File: src/rtl/tiger_data_responder.sv
// Data-memory responder: turns one pipeline load/store into a word-aligned
// Avalon-MM transaction and returns right-justified load data.
module tiger_data_responder (
    input  logic        clk,
    input  logic        reset,
    input  logic        memread,
    input  logic        memwrite,
    input  logic        mem8,
    input  logic        mem16,
    input  logic [31:0] memaddress,
    input  logic [31:0] memwritedata,
    output logic        memCanRead,
    output logic        memCanWrite,
    output logic [31:0] readdata,
    output logic        readvalid,
    output logic        misaligned,
    output logic [31:0] avm_address,
    output logic        avm_read,
    output logic        avm_write,
    output logic [31:0] avm_writedata,
    output logic [3:0]  avm_byteenable,
    input  logic [31:0] avm_readdata,
    input  logic        avm_waitrequest,
    input  logic        avm_readdatavalid
);

    localparam logic [1:0] IDLE      = 2'd0;
    localparam logic [1:0] WRITE     = 2'd1;
    localparam logic [1:0] READ_CMD  = 2'd2;
    localparam logic [1:0] READ_WAIT = 2'd3;

    localparam logic [1:0] SZ_BYTE = 2'd0;
    localparam logic [1:0] SZ_HALF = 2'd1;
    localparam logic [1:0] SZ_WORD = 2'd2;

    logic [1:0]  state_q, state_d;
    logic [1:0]  size_q, size_d;
    logic [1:0]  lane_q, lane_d;
    logic [31:0] avm_address_q, avm_address_d;
    logic [31:0] avm_writedata_q, avm_writedata_d;
    logic [3:0]  avm_byteenable_q, avm_byteenable_d;
    logic        avm_read_q, avm_read_d;
    logic        avm_write_q, avm_write_d;
    logic [31:0] readdata_q, readdata_d;
    logic        readvalid_q, readvalid_d;
    logic        misaligned_q, misaligned_d;

    logic [1:0]  req_size;
    logic [1:0]  req_lane;
    logic [3:0]  req_be;
    logic [31:0] req_wdata;
    logic        req_misaligned;
    logic [31:0] rd_shifted;
    logic [31:0] rd_lane_data;

    // Lane decode of the incoming request; byte sizing wins if both size bits are set.
    // NOTE: every signal assigned in always_comb gets a default first, so no latch can be inferred.
    always_comb begin
        req_lane       = memaddress[1:0];
        req_size       = SZ_WORD;
        req_be         = 4'b1111;
        req_wdata      = memwritedata;
        req_misaligned = (req_lane != 2'b00);
        if (mem8) begin
            req_size       = SZ_BYTE;
            req_be         = 4'b0001 << req_lane;
            req_wdata      = {4{memwritedata[7:0]}};
            req_misaligned = 1'b0;
        end else if (mem16) begin
            req_size       = SZ_HALF;
            req_be         = req_lane[1] ? 4'b1100 : 4'b0011;
            req_wdata      = {2{memwritedata[15:0]}};
            req_misaligned = req_lane[0];
        end
    end

    // Selected read lane, shifted down to bit 0 and zero-filled.
    always_comb begin
        rd_shifted   = avm_readdata >> {lane_q, 3'b000};
        rd_lane_data = avm_readdata;
        case (size_q)
            SZ_BYTE: rd_lane_data = {24'd0, rd_shifted[7:0]};
            SZ_HALF: rd_lane_data = lane_q[1] ? {16'd0, avm_readdata[31:16]}
                                              : {16'd0, avm_readdata[15:0]};
            default: rd_lane_data = avm_readdata;
        endcase
    end

    always_comb begin
        state_d          = state_q;
        size_d           = size_q;
        lane_d           = lane_q;
        avm_address_d    = avm_address_q;
        avm_writedata_d  = avm_writedata_q;
        avm_byteenable_d = avm_byteenable_q;
        avm_read_d       = avm_read_q;
        avm_write_d      = avm_write_q;
        readdata_d       = readdata_q;
        readvalid_d      = 1'b0;
        misaligned_d     = 1'b0;

        case (state_q)
            IDLE: begin
                if (memread || memwrite) begin
                    size_d           = req_size;
                    lane_d           = req_lane;
                    avm_address_d    = {memaddress[31:2], 2'b00};
                    avm_writedata_d  = req_wdata;
                    avm_byteenable_d = req_be;
                    misaligned_d     = req_misaligned;
                    // A simultaneous read and write issues only the write.
                    if (memwrite) begin
                        state_d     = WRITE;
                        avm_write_d = 1'b1;
                    end else begin
                        state_d    = READ_CMD;
                        avm_read_d = 1'b1;
                    end
                end
            end
            WRITE: begin
                if (!avm_waitrequest) begin
                    state_d     = IDLE;
                    avm_write_d = 1'b0;
                end
            end
            READ_CMD: begin
                if (!avm_waitrequest) begin
                    state_d    = READ_WAIT;
                    avm_read_d = 1'b0;
                end
            end
            default: begin
                if (avm_readdatavalid) begin
                    state_d     = IDLE;
                    readdata_d  = rd_lane_data;
                    readvalid_d = 1'b1;
                end
            end
        endcase
    end

    // NOTE: sequential state uses non-blocking assignments so every flop samples pre-edge values.
    always_ff @(posedge clk) begin
        if (!reset) begin
            state_q          <= IDLE;
            size_q           <= SZ_BYTE;
            lane_q           <= 2'b00;
            avm_address_q    <= 32'd0;
            avm_writedata_q  <= 32'd0;
            avm_byteenable_q <= 4'd0;
            avm_read_q       <= 1'b0;
            avm_write_q      <= 1'b0;
            readdata_q       <= 32'd0;
            readvalid_q      <= 1'b0;
            misaligned_q     <= 1'b0;
        end else begin
            state_q          <= state_d;
            size_q           <= size_d;
            lane_q           <= lane_d;
            avm_address_q    <= avm_address_d;
            avm_writedata_q  <= avm_writedata_d;
            avm_byteenable_q <= avm_byteenable_d;
            avm_read_q       <= avm_read_d;
            avm_write_q      <= avm_write_d;
            readdata_q       <= readdata_d;
            readvalid_q      <= readvalid_d;
            misaligned_q     <= misaligned_d;
        end
    end

    assign memCanRead     = (state_q == IDLE);
    assign memCanWrite    = (state_q == IDLE);
    assign readdata       = readdata_q;
    assign readvalid      = readvalid_q;
    assign misaligned     = misaligned_q;
    assign avm_address    = avm_address_q;
    assign avm_read       = avm_read_q;
    assign avm_write      = avm_write_q;
    assign avm_writedata  = avm_writedata_q;
    assign avm_byteenable = avm_byteenable_q;

endmodule

File: config.mk
export PLATFORM = sky130hd
export DESIGN_NAME = tiger_data_responder
export DESIGN_NICKNAME = d
export VERILOG_FILES = /design/src/rtl/tiger_data_responder.sv
export SDC_FILE = /design/constraint.sdc
export NUM_CORES = 1
export LEC_CHECK = 0
export CORE_ASPECT_RATIO = 2
export CORE_MARGIN = 4
export CORE_UTILIZATION = 39
export CTS_CLUSTER_SIZE = 24
export DETAILED_ROUTE_END_ITERATION = 12
export HOLD_SLACK_MARGIN = 0.12
export PLACE_DENSITY = 0.86
export SLEW_MARGIN = 20
export SYNTH_ARGS = -nofsm -noshare
export SYNTH_HDL_FRONTEND = slang
export SYNTH_SLANG_ARGS = --single-unit
File: constraint.sdc
create_clock -name clk -period 1.5 [get_ports clk]
set_input_delay 0.15 -clock clk [delete_from_list [all_inputs] [get_ports clk]]
set_output_delay 0.15 -clock clk [all_outputs]
set_load 0.1 [all_outputs]
==> impl_metrics.toml <==
[layout]
syn2layout_area_growth_pct = 77.76
mostFrequentLayoutCells = "nand2_1 (113), buf_12 (113), dfxtp_1 (106)"
final_core_util_pct = 71.56
drive_gt1_share_pct = 26.56
nNetsFinal = 907
design_area_mm2 = 0.008778
antenna_cells = 0

[global_routing]
grt_pass1_wl_um = 25940
grt-ovfl-total = 0
grt_max_degree = 44
first_global_vias = 5053
grt.total_usage_pct = 22.78
antenna_found_initial = 0

[routing]
wl_per_cell_um = 17.96
vias = 5025
drtPass1Iterations = 4
wirelength_um = 17050
viasPerCell = 5.295
drtIter0Drc = 220
antenna_left = 0
drc = 0

[placed_design]
dpl_cell_area_mm2 = 0.008377
pre_cts_ws_ns = -0.05504
dp_hpwl_um = 13160
place.port_buffers = 207
place_congestion = 0.8881

[timing]
fin_crit_sh_pct = 99.02
min_period_ns = 1.485
slew_violations = 0
hold_violations = 0
max_freq_mhz = 673.3
fin_skew_ns = 0.01120
setup-tns-final_ns = 0
setup_violations = 0
rsz0062_at_grt = "true"
setup_ws_ns = 0.01467

[worst_hold_path]
hp-start = "memaddress[20]"
hold_path_depth = 3
hold_end = "avm_address[20]"
hold_path.class = "input port to flip-flop"

[power]
p_leak_nw = 3.487
p_per_area_mw_per_mm2 = 1907
ir_worst_vdd_mv = 1.303
p_total_w = 0.01674

[clock_network]
cts.clk_slew.worst_paths_ns = 0.08
htreeDepth = 3
cts_tree = "done"
insertion_delay_ns = 0.34
numCtsBuffers = 9
holdBufCountCts = 0
cts-root-buf = "clkbuf_16"
cts_sinks = 108
clockBufferDepth = 2

[die]
dieWidth_um = 87.57
die_h_um = 167.1
initial_core_util_pct = 40.26
die_area_mm2 = 0.01464
num_rows = 57
coreArea_mm2 = 0.01227
io_pins = 210

[job]
maxCapViolations = 0

[synth]
syn_area_mm2 = 0.004938
ys_ff_latch = 108
synth.distinct_cells = 41
yosysWarningCount = 0
synth_top_area_share_pct = 43.78
synth_cells = 586
synth_top_cell_by_area = "dfxtp_1"
seq_area_frac_synth_pct = 43.78
synth_area_leaders = "dfxtp_1 (44%), a21oi_1 (9.8%), nand2_1 (8.6%)"
avgSynthCellArea_um2 = 8.427

[worst_setup_path]
critPathMaxFanout = 9
cp_top_family = "compound AO/OA/AOI/OAI gates"
cp.required_ns = 1.75
crit_path_start_kind = "flip-flop"
rr_worst_depth = 7
crit_chain = "inv_4 > ha_4 > o21a_4 > buf_12 > buf_6 > nor2_1 > a211oi_2"
cp_num_buf_inv = 3
cp.arrival_ns = 1.73
slowest_delay_ns = 0.38
regToRegEndpoint = "avm_writedata[10]"
cp_slowest_cell = "dfxtp_4"
r2r-start = "state_q[0]"
worstSetupEndpointType = "flip-flop"
ff2ff_setup_slack_ns = 0.01
crit_type = "flip-flop to flip-flop"

[run_status]
status = "finished, final reports clean"
Yosys cell counts (all sizes together):
cell type and count:
nor2 18, conb 1, dfxtp 108, nor3b 1, o21a 2, nor4 1, nand3 25, and3b 8
nand3b 1, clkbuf 16, a311oi 8, inv 6, nor4b 1, a211oi 9, o211ai 1, and2 9
mux2 24, nor2b 8, a21oi 97, or3 1, a31oi 10, ha 6, o21bai 2, nand2 114
nand2b 4, or2 2, buf 36, o21ai 46, a21o 2, mux2i 19
worst max path at each step:
stage                              to  cells past startpoint        from  slack (ns)
global placement    avm_writedata[30]                      5       mem16       0.008
finish              avm_writedata[10]                      7  state_q[0]        0.01
CTS                        memCanRead                      4  state_q[1]       -0.01
detailed placement     avm_address[6]                      6    memwrite       -0.06
floorplan           avm_writedata[17]                      8  state_q[1]       -0.12
global route        avm_writedata[10]                      7  state_q[0]       -0.07
worst reg2reg max path, stage by stage, from the launching register on:
cell	delay [ns]
dfxtp_4	0.38
inv_4	0.08
ha_4	0.19
o21a_4	0.19
buf_12	0.14
buf_6	0.13
nor2_1	0.05
a211oi_2	0.24
timing repair:
item / in CTS / in global routing
gates cloned: 1 / 1
resized for setup: 2 / 10
endpoints found under the setup margin: 5 / 43
setup buffers: 0 / 2
pin swaps: 0 / 2
metrics by stage:
stage          hold slack [ns]  std cells
2_1_floorplan           0.2860        587
3_5_place_dp            0.4693        929
6_report                0.3572        949
4_1_cts                 0.3383        946
3_3_place_gp            0.4611        929
5_1_grt                 0.3505        949
layout make-up:
| class | count | area (um^2) |
|---|---|---|
| multi-input combinational | 421 | 2501 |
| tap | 147 | 183.9 |
| fill | 849 | 3488 |
| clock buffer | 12 | 256.5 |
| timing repair buffer | 251 | 3610 |
| sequential | 108 | 2167 |
| clock inverter | 4 | 32.53 |
| inverter | 6 | 27.53 |
kinds of logic (layout without fill, tap and decap cells):
kind of cell	after synthesis	count (layout)	share of synthesized area (%)
mux	43	43	9.324
flops	108	108	43.78
simple gates	193	193	17.94
other cells	1	2	0.07593
buf+inv	58	273	6.562
fa+ha+maj	6	6	1.520
compound gates	177	177	20.80
state kept, by name, indices dropped and copies added (netlist names):
signal,count
avm_read,1
misaligned,1
lane_q,2
avm_byteenable,4
state_q,2
avm_writedata,32
avm_address,30
size_q,2
avm_write,1
readdata,32
readvalid,1
power breakdown:
part / switching (W) / leakage [nW] / internal [W]
logic: 0.00638 / 2.46 / 0.00398
registers: 0.000644 / 0.887 / 0.00346
clock network: 0.00105 / 0.135 / 0.00123
total: 0.00808 / 3.49 / 0.00866
layer usage:
layer / global-route usage (%) / up-vias / wire, um
met5: 0 / - / 0
met1: 22.48 / 2317 / 5600
met2: 42.08 / 206 / 9448
li1: - / 2449 / -
met4: 13.63 / 0 / 1059
met3: 4.179 / 53 / 937
(Power assumes the default switching activity.)
